### config.mk
export PLATFORM = sky130hd
export DESIGN_NAME = baud_gen_frac
export DESIGN_NICKNAME = d
export VERILOG_FILES = /design/src/rtl/baud_gen_frac.sv
export SDC_FILE = /design/constraint.sdc
export NUM_CORES = 1
export LEC_CHECK = 0
export ABC_AREA = 1
export BUFFER_PORTS_ARGS = -buffer_cell sky130_fd_sc_hd__clkbuf_2
export CORE_MARGIN = 2
export CORE_UTILIZATION = 60
export CTS_CLUSTER_SIZE = 25
export DETAILED_ROUTE_END_ITERATION = 6
export HOLD_SLACK_MARGIN = 0.02
export PLACE_DENSITY = 0.91
export SLEW_MARGIN = 5
export SYNTH_ARGS = -nofsm -noshare
export SYNTH_HDL_FRONTEND = slang
export SYNTH_SLANG_ARGS = --single-unit
export TNS_END_PERCENT = 50
### constraint.sdc
create_clock -name clk -period 3.1 [get_ports clk]
set_input_delay 0.62 -clock clk [delete_from_list [all_inputs] [get_ports clk]]
set_output_delay 0.62 -clock clk [all_outputs]
set_load 0.02 [all_outputs]
### src/rtl/baud_gen_frac.sv
// Fractional-divisor UART baud generator: oversample, mid-bit and bit ticks.
// Divisor reloads are shadowed and take effect only on a period boundary.
module baud_gen_frac #(
  parameter int DIV_W        = 16,
  parameter int FRAC_W       = 4,
  parameter int OVS          = 16,
  parameter int DEFAULT_DIV  = 651,
  parameter int DEFAULT_FRAC = 0
) (
  input  logic              clk,
  input  logic              reset,
  input  logic              en,
  input  logic              sync_clr,
  input  logic              cfg_load,
  input  logic [DIV_W-1:0]  cfg_div,
  input  logic [FRAC_W-1:0] cfg_frac,
  output logic              cfg_busy,
  output logic              cfg_err,
  output logic              s_tick,
  output logic              mid_tick,
  output logic              bit_tick
);

  localparam int OW = (OVS > 1) ? $clog2(OVS) : 1;
  localparam logic [OW-1:0] MID  = OW'(OVS / 2 - 1);
  localparam logic [OW-1:0] LAST = OW'(OVS - 1);

  logic [DIV_W-1:0]  cnt;
  logic [OW-1:0]     ovs_cnt;
  logic [FRAC_W-1:0] acc;
  logic              extra;
  logic [DIV_W-1:0]  div_act;
  logic [FRAC_W-1:0] frac_act;
  logic [DIV_W-1:0]  sh_div;
  logic [FRAC_W-1:0] sh_frac;
  logic              pending;

  logic [DIV_W:0]    lim;
  logic [FRAC_W:0]   acc_sum;
  logic              wrap;
  logic              load_ok;
  logic              apply;

  assign lim     = {1'b0, div_act} + {{DIV_W{1'b0}}, extra};
  assign acc_sum = {1'b0, acc} + {1'b0, frac_act};
  assign wrap    = ({1'b0, cnt} == lim - (DIV_W + 1)'(1));
  assign load_ok = cfg_load && (cfg_div >= DIV_W'(2));

  // sync_clr suppresses the tick, which also blocks a pending apply
  assign s_tick   = en && !sync_clr && wrap;
  assign mid_tick = s_tick && (ovs_cnt == MID);
  assign bit_tick = s_tick && (ovs_cnt == LAST);
  assign apply    = pending && (s_tick || !en);
  assign cfg_busy = pending;

  always_ff @(posedge clk or negedge reset) begin
    if (!reset) begin
      cnt      <= '0;
      ovs_cnt  <= '0;
      acc      <= '0;
      extra    <= 1'b0;
      div_act  <= DIV_W'(DEFAULT_DIV);
      frac_act <= FRAC_W'(DEFAULT_FRAC);
      sh_div   <= '0;
      sh_frac  <= '0;
      pending  <= 1'b0;
      cfg_err  <= 1'b0;
    end else begin
      if (cfg_load) begin
        if (load_ok) begin
          sh_div  <= cfg_div;
          sh_frac <= cfg_frac;
          cfg_err <= 1'b0;
        end else begin
          cfg_err <= 1'b1;
        end
      end

      if (load_ok) pending <= 1'b1;
      else if (apply) pending <= 1'b0;

      if (apply) begin
        div_act  <= sh_div;
        frac_act <= sh_frac;
      end

      if (!en) begin
        cnt     <= '0;
        ovs_cnt <= '0;
        acc     <= '0;
        extra   <= 1'b0;
      end else if (sync_clr) begin
        cnt     <= '0;
        ovs_cnt <= '0;
      end else if (s_tick) begin
        cnt     <= '0;
        ovs_cnt <= (ovs_cnt == LAST) ? '0 : ovs_cnt + OW'(1);
        if (apply) begin
          acc   <= '0;
          extra <= 1'b0;
        end else begin
          {extra, acc} <= acc_sum;
        end
      end else begin
        cnt <= cnt + DIV_W'(1);
      end
    end
  end

endmodule
==> flow_summary.yaml, run 1 <==
clock_network:
  cts_root_buf: "clkbuf_8"
  cts_max_path_buffers: 2
  cts_tree: "built"
  path_clk_slew_ps: 90
  cts_buffers: 9
  clk_latency_ps: 370
  htreeDepth: 3
  cts_sinks: 67
die:
  die_w_um: 84.1
  start_util_pct: 61.3
  die_area_mm2: 0.00707
  coreArea_mm2: 0.00628
  io_pins: 30
  die_h_um: 84.1
  num_rows: 29
critical_path:
  setup.worst_path.end_class: "output port"
  path_class: "flop to output port"
  worst-path-buf-inv: 2
  start_kind: "flop"
  crit_chain: "inv_2 > ha_4 > ha_4 > xor2_2 > nand2_1 > nor2_2 > nand2_1 > nor2_1 > nand2_1 > nor2_4 > nand4_1 > nor3_2 > buf_4"
  cpMostUsedCell: "nand2_1"
  crit_fanout: 3
  critical_path_required_ps: 2480
  arrival_ps: 2690
  cp_slowest_cell: "dfstp_2"
  cpLargestDelayFamily: "simple AND/OR/NAND/NOR gates"
  slowest_delay_ps: 550
timing:
  grt_setup_unrepaired: "true"
  period_needed_ps: 3310
  slew_headroom_pct: 14.7
  final_max_slew_viol_count: 0
  hold_viol: 0
  finalSetupTns_ps: -504
  worst_slack_ps: -212
  skew_ps: 13.1
  finalCritPeriodShare_pct: 107
  setup_viol: 3
  worstMarginPinSlew_ps: 1280
  clock.fmax_ghz: 0.302
synth:
  async_flop_share_pct: 100
  synth_compound_area_share_pct: 2.40
  synth_top_family_by_area: "simple AND/OR/NAND/NOR gates"
  syn-cell-area_mm2: 0.00385
  synth_edf_count: 0
  syn_avg_cell_area_um2: 7.49
  netlist_instances: 514
  synthXorXnorAreaFrac_pct: 5.69
  ys_seq_elements: 67
  yosysWarningCount: 0
  synth.area.mux_share_pct: 0
  synth_adder_area_share_pct: 3.12
  synth_cell_type_count: 31
  synthSimpleGateAreaFrac_pct: 38.5
  synth_ff_type: "dfrtp_1"
  ys_seq_area_share_pct: 43.7
  synth_nets: 548
pwr:
  power_frac_clock_pct: 34.5
  p_sw_mw: 0.832
  power_density_mw_per_mm2: 530
  vdd_drop_max_mv: 0.452
  combPwrFrac_pct: 22.8
  power_mw: 2.44
  seq_power_share_pct: 42.7
  swShare_pct: 34.1
  p_leak_nw: 2.33
  p_int_mw: 1.61
detailed_routing:
  viasPerCell: 5.82
  via_count: 3705
  avgRoutedWirePerCell_um: 17.1
  ant_nets: 0
  first_pass_iters: 7
  drt-total-wl_mm: 10.9
  dr.first_iter.drc_count: 232
  remaining_drc_errors: 0
run_status:
  violations: "negative setup slack"
  status: "complete, but fails checks"
layout:
  nNetsFinal: 589
  layout_common_cells: "nand2_1 (185), dfrtp_1 (62), nor2_1 (50)"
  drive_gt1_share_pct: 19.8
  fin_area_mm2: 0.00460
  antenna_cells: 0
  syn2layout_area_growth_pct: 19.5
  final_common_cell: "nand2_1"
  fill_cells: 441
place:
  placedInstanceArea_mm2: 0.00405
  place.gp.congestion: 0.969
  port_buffers: 29
  dpl.hpwl_mm: 6.51
global_routing:
  grt_max_degree: 35
  antenna_found_initial: 0
  grt_pass1_wl_mm: 15.6
  grt.overflow.total: 0
  track_usage_pct: 27.9
  grt_pass1_vias: 3497
min_path:
  hp-class: "input pin to async pin"
job:
  cap_violations: 0
## sequential cells by signal, summed over array words and instances (netlist names)
register	cells
acc	4
ovs_cnt	4
cfg_busy	1
frac_act	4
cfg_err	1
sh_div	16
sh_frac	4
div_act	16
cnt	16
extra	1
## cells in the mapped netlist, types with 2 or more instances
| cell type | n | area (um2) |
|---|---|---|
| nand2_1 | 188 | 706 |
| dfrtp_1 | 62 | 1550 |
| nand3_1 | 51 | 255 |
| nor2_1 | 51 | 191 |
| inv_1 | 45 | 169 |
| xor2_1 | 16 | 140 |
| nor3_1 | 10 | 50.1 |
| a21oi_1 | 9 | 45.0 |
| xnor2_1 | 9 | 78.8 |
| ha_1 | 8 | 100 |
| nand4_1 | 7 | 43.8 |
| o21ai_0 | 7 | 35.0 |
| dfstp_2 | 5 | 131 |
| nor2_2 | 5 | 31.3 |
| clkbuf_1 | 4 | 15.0 |
| nand2_2 | 4 | 25.0 |
| nor2_4 | 4 | 45.0 |
| nor4_1 | 4 | 25.0 |
| buf_6 | 3 | 33.8 |
| inv_2 | 3 | 11.3 |
| nand3_2 | 3 | 30.0 |
| nor3b_1 | 3 | 22.5 |
| buf_2 | 2 | 10.0 |
| buf_4 | 2 | 15.0 |
| nand2_4 | 2 | 22.5 |
| nor3_2 | 2 | 20.0 |
## path summary, 6_finish.rpt
kind                                   from    endpoint  slack (ps)  cells after the start
min in group clk                cfg_frac[2]  sh_frac[2]         460                      3
worst min register to register    sh_div[1]   sh_div[1]         500                      2
max in group asynchronous             reset  div_act[3]        2040                      2
worst max-delay path             div_act[0]    bit_tick        -210                     13
worst min-delay path                  reset      cnt[6]         340                      1
worst max register to register   div_act[0]  div_act[1]         110                     19
## cells by family after synthesis
group	count (synthesis)
adders and majority gates	9
and+or+nand+nor	336
AOI/OAI and AO/OA	18
xor gates and xnor gates	25
buffers and inverters	59
DFF	67
## per-stage QoR
step | setup slack [ps] | utilization, % | std cells | hold slack [ps]
after floorplan | 251 | - | 514 | 324
after global placement | 226 | 64.6 | 612 | 456
after detailed placement | 167 | 64.6 | 612 | 466
after CTS | -140 | 70.6 | 637 | 352
after global routing | -325 | 73.3 | 637 | 398
final | -212 | 73.3 | 637 | 338
## cell type report
| class | count | area (um2) | area share [%] |
|---|---|---|---|
| clock inverter | 7 | 101 | 2.20 |
| sequential | 67 | 1680 | 36.6 |
| timing repair buffer | 40 | 299 | 6.50 |
| multi-input combinational | 389 | 2120 | 46.0 |
| clock buffer | 9 | 124 | 2.69 |
| tap | 77 | 96.3 | 2.09 |
| inverter | 48 | 180 | 3.92 |
## power by group through the flow
stage | clock [mW] | sequential, mW | combinational [mW]
floorplan | 0 | 1.01 | 0.342
global placement | 0 | 1.03 | 0.434
detailed placement | 0 | 1.04 | 0.449
CTS | 0.840 | 1.02 | 0.508
global route | 0.872 | 1.05 | 0.619
finish | 0.841 | 1.04 | 0.557
## per-layer routing
layer	GRT usage, %	part of all wire, %	vias up
met5	0	0	-
met4	16.4	5.8	0
met3	4.65	6.6	70
met2	45.9	49	214
met1	34.7	39	1720
li1	-	-	1701
## timing repair
item                                    4_1_cts  5_1_grt
endpoints found under the setup margin        3       30
cloned                                        0        4
hold buffers                                  0        0
gates resized for setup                      21       25
pin swaps                                     9       25
buffers inserted                              9        1
No activity file was read; power rests on OpenSTA's default activity.
==> run 2: changes to the inputs <==
--- a/config.mk
+++ b/config.mk
@@ -7,7 +7,7 @@
 export LEC_CHECK = 0
 export ABC_AREA = 1
 export BUFFER_PORTS_ARGS = -buffer_cell sky130_fd_sc_hd__clkbuf_2
-export CORE_MARGIN = 2
+export CORE_MARGIN = 8
 export CORE_UTILIZATION = 60
 export CTS_CLUSTER_SIZE = 25
 export DETAILED_ROUTE_END_ITERATION = 6
==> flow_summary.yaml, run 2 (same netlist as run 1, synthesis figures left out) <==
layout:
  nNetsFinal: 592
  fin_util_pct: 70.6
  drive_gt1_share_pct: 18.1
  syn2layout_area_growth_pct: 15.0
  final_common_cell: "nand2_1"
  antenna_cells: 0
  top_regs: "cnt: 16 flops, div_act: 16 flops, sh_div: 16 flops"
  layout_common_cells: "nand2_1 (183), dfrtp_1 (62), nand3_1 (50)"
detailed_routing:
  viasPerCell: 5.45
  dr.first_iter.drc_count: 206
  first_pass_iters: 5
  ant_nets: 0
  avgRoutedWirePerCell_um: 14.2
  drt-total-wl_mm: 9.12
  via_count: 3489
  remaining_drc_errors: 0
timing:
  worstMarginPinSlew_ps: 592
  period_needed_ps: 3240
  final_max_slew_viol_count: 0
  grt_setup_unrepaired: "true"
  setup_viol: 3
  worst_slack_ps: -142
  finalSetupTns_ps: -317
  slew_headroom_pct: 60.5
  finalCritPeriodShare_pct: 105
  skew_ps: 8.12
  hold_viol: 0
  clock.fmax_ghz: 0.308
clock_network:
  htreeDepth: 3
  cts_max_path_buffers: 2
  cts_buffers: 9
  clk_latency_ps: 350
  cts_root_buf: "clkbuf_8"
  cts_sinks: 67
  cts_tree: "built"
  cts_hold_buffers: 0
  path_clk_slew_ps: 80
critical_path:
  crit_chain: "inv_2 > ha_4 > ha_4 > nand3_4 > nor2_4 > buf_4 > nand4_1 > nand3_2 > nor3_4 > nand4_1 > nor3_2 > buf_4"
  critical_path_required_ps: 2480
  reg2reg_from: "div_act[0]"
  cp_slowest_cell: "dfstp_2"
  r2r_end: "div_act[4]"
  slowest_delay_ps: 540
  r2r_setup_slack_ps: 480
  crit_fanout: 8
  setup.worst_path.end_class: "output port"
  arrival_ps: 2620
  start_kind: "flop"
  reg2regPathDepth: 18
  path_class: "flop to output port"
die:
  die_h_um: 96.1
  die_w_um: 96.1
  coreArea_mm2: 0.00628
  die_area_mm2: 0.00924
  start_util_pct: 61.3
  num_rows: 29
  io_pins: 30
pwr:
  p_leak_nw: 2.30
  power_density_mw_per_mm2: 514
  vdd_drop_max_mv: 0.505
  power_mw: 2.28
global_routing:
  grt_pass1_vias: 3496
  antenna_found_initial: 0
  grt_pass1_wl_mm: 15.6
  grt.overflow.total: 0
  grt_max_degree: 28
  track_usage_pct: 21.5
place:
  dpl.hpwl_mm: 6.64
  place.gp.congestion: 1.01
  port_buffers: 29
run_status:
  violations: "negative setup slack"
  status: "complete, but fails checks"
job:
  cap_violations: 0
min_path:
  hp-class: "input pin to async pin"
[run 2: cell types whose count changed in the layout (fill, tap and decap cells not counted), sizes merged]
cell,delta
clkbuf,-2
clkinvlp,-1
bufinv,-1
inv,+1
nand2,-1
buf,+7
[run 2: worst max path at each step]
stage | start | to | slack (ps) | cells past startpoint
floorplan | div_act[0] | bit_tick | 250 | 13
finish | div_act[0] | bit_tick | -140 | 12
global placement | div_act[0] | s_tick | 230 | 14
detailed placement | extra | bit_tick | 140 | 12
global route | extra | bit_tick | -300 | 14
CTS | div_act[0] | bit_tick | -130 | 13
[run 2: cell type report]
class | count | area (um2)
clock inverter | 6 | 73.8
timing repair buffer | 44 | 269
inverter | 48 | 180
clock buffer | 10 | 128
sequential | 67 | 1680
tap | 77 | 96.3
multi-input combinational | 388 | 2000
fill | 474 | 1850
[run 2: metrics by stage]
| stage | setup WS [ps] | hold WS (ps) | area, um2 | std cells |
|---|---|---|---|---|
| after floorplan | 251 | 324 | 3850 | 514 |
| after global placement | 225 | 458 | 4060 | 614 |
| after detailed placement | 139 | 465 | 4060 | 614 |
| after CTS | -125 | 280 | 4360 | 633 |
| after global routing | -299 | 310 | 4430 | 640 |
| final | -142 | 270 | 4430 | 640 |
[run 2: power breakdown]
group          switching, mW  internal, mW  leakage, nW
clock network          0.358         0.381        0.101
logic                  0.329         0.184         1.34
registers             0.0758         0.948        0.855
total                  0.762          1.51         2.30
[run 2: worst max-delay path, delay by kind of cell (launching register included)]
family	cells	cell delay, ps
fa+ha+maj	2	340
simple gates	7	1020
flops	1	540
buf+inv	3	360
[run 2: timing repair]
item,CTS,global route
setup endpoints to repair,3,3
buffers inserted,3,7
pin swaps,13,5
endpoints found under the hold margin,0,0
gates resized for setup,18,9
[run 2: metal layers]
metal	routed length (um)	vias up	global-route usage, %
li1	-	1714	-
met1	3940	1646	26.0
met2	4460	106	35.7
met3	505	23	5.46
met4	210	0	9.09
met5	0	-	0
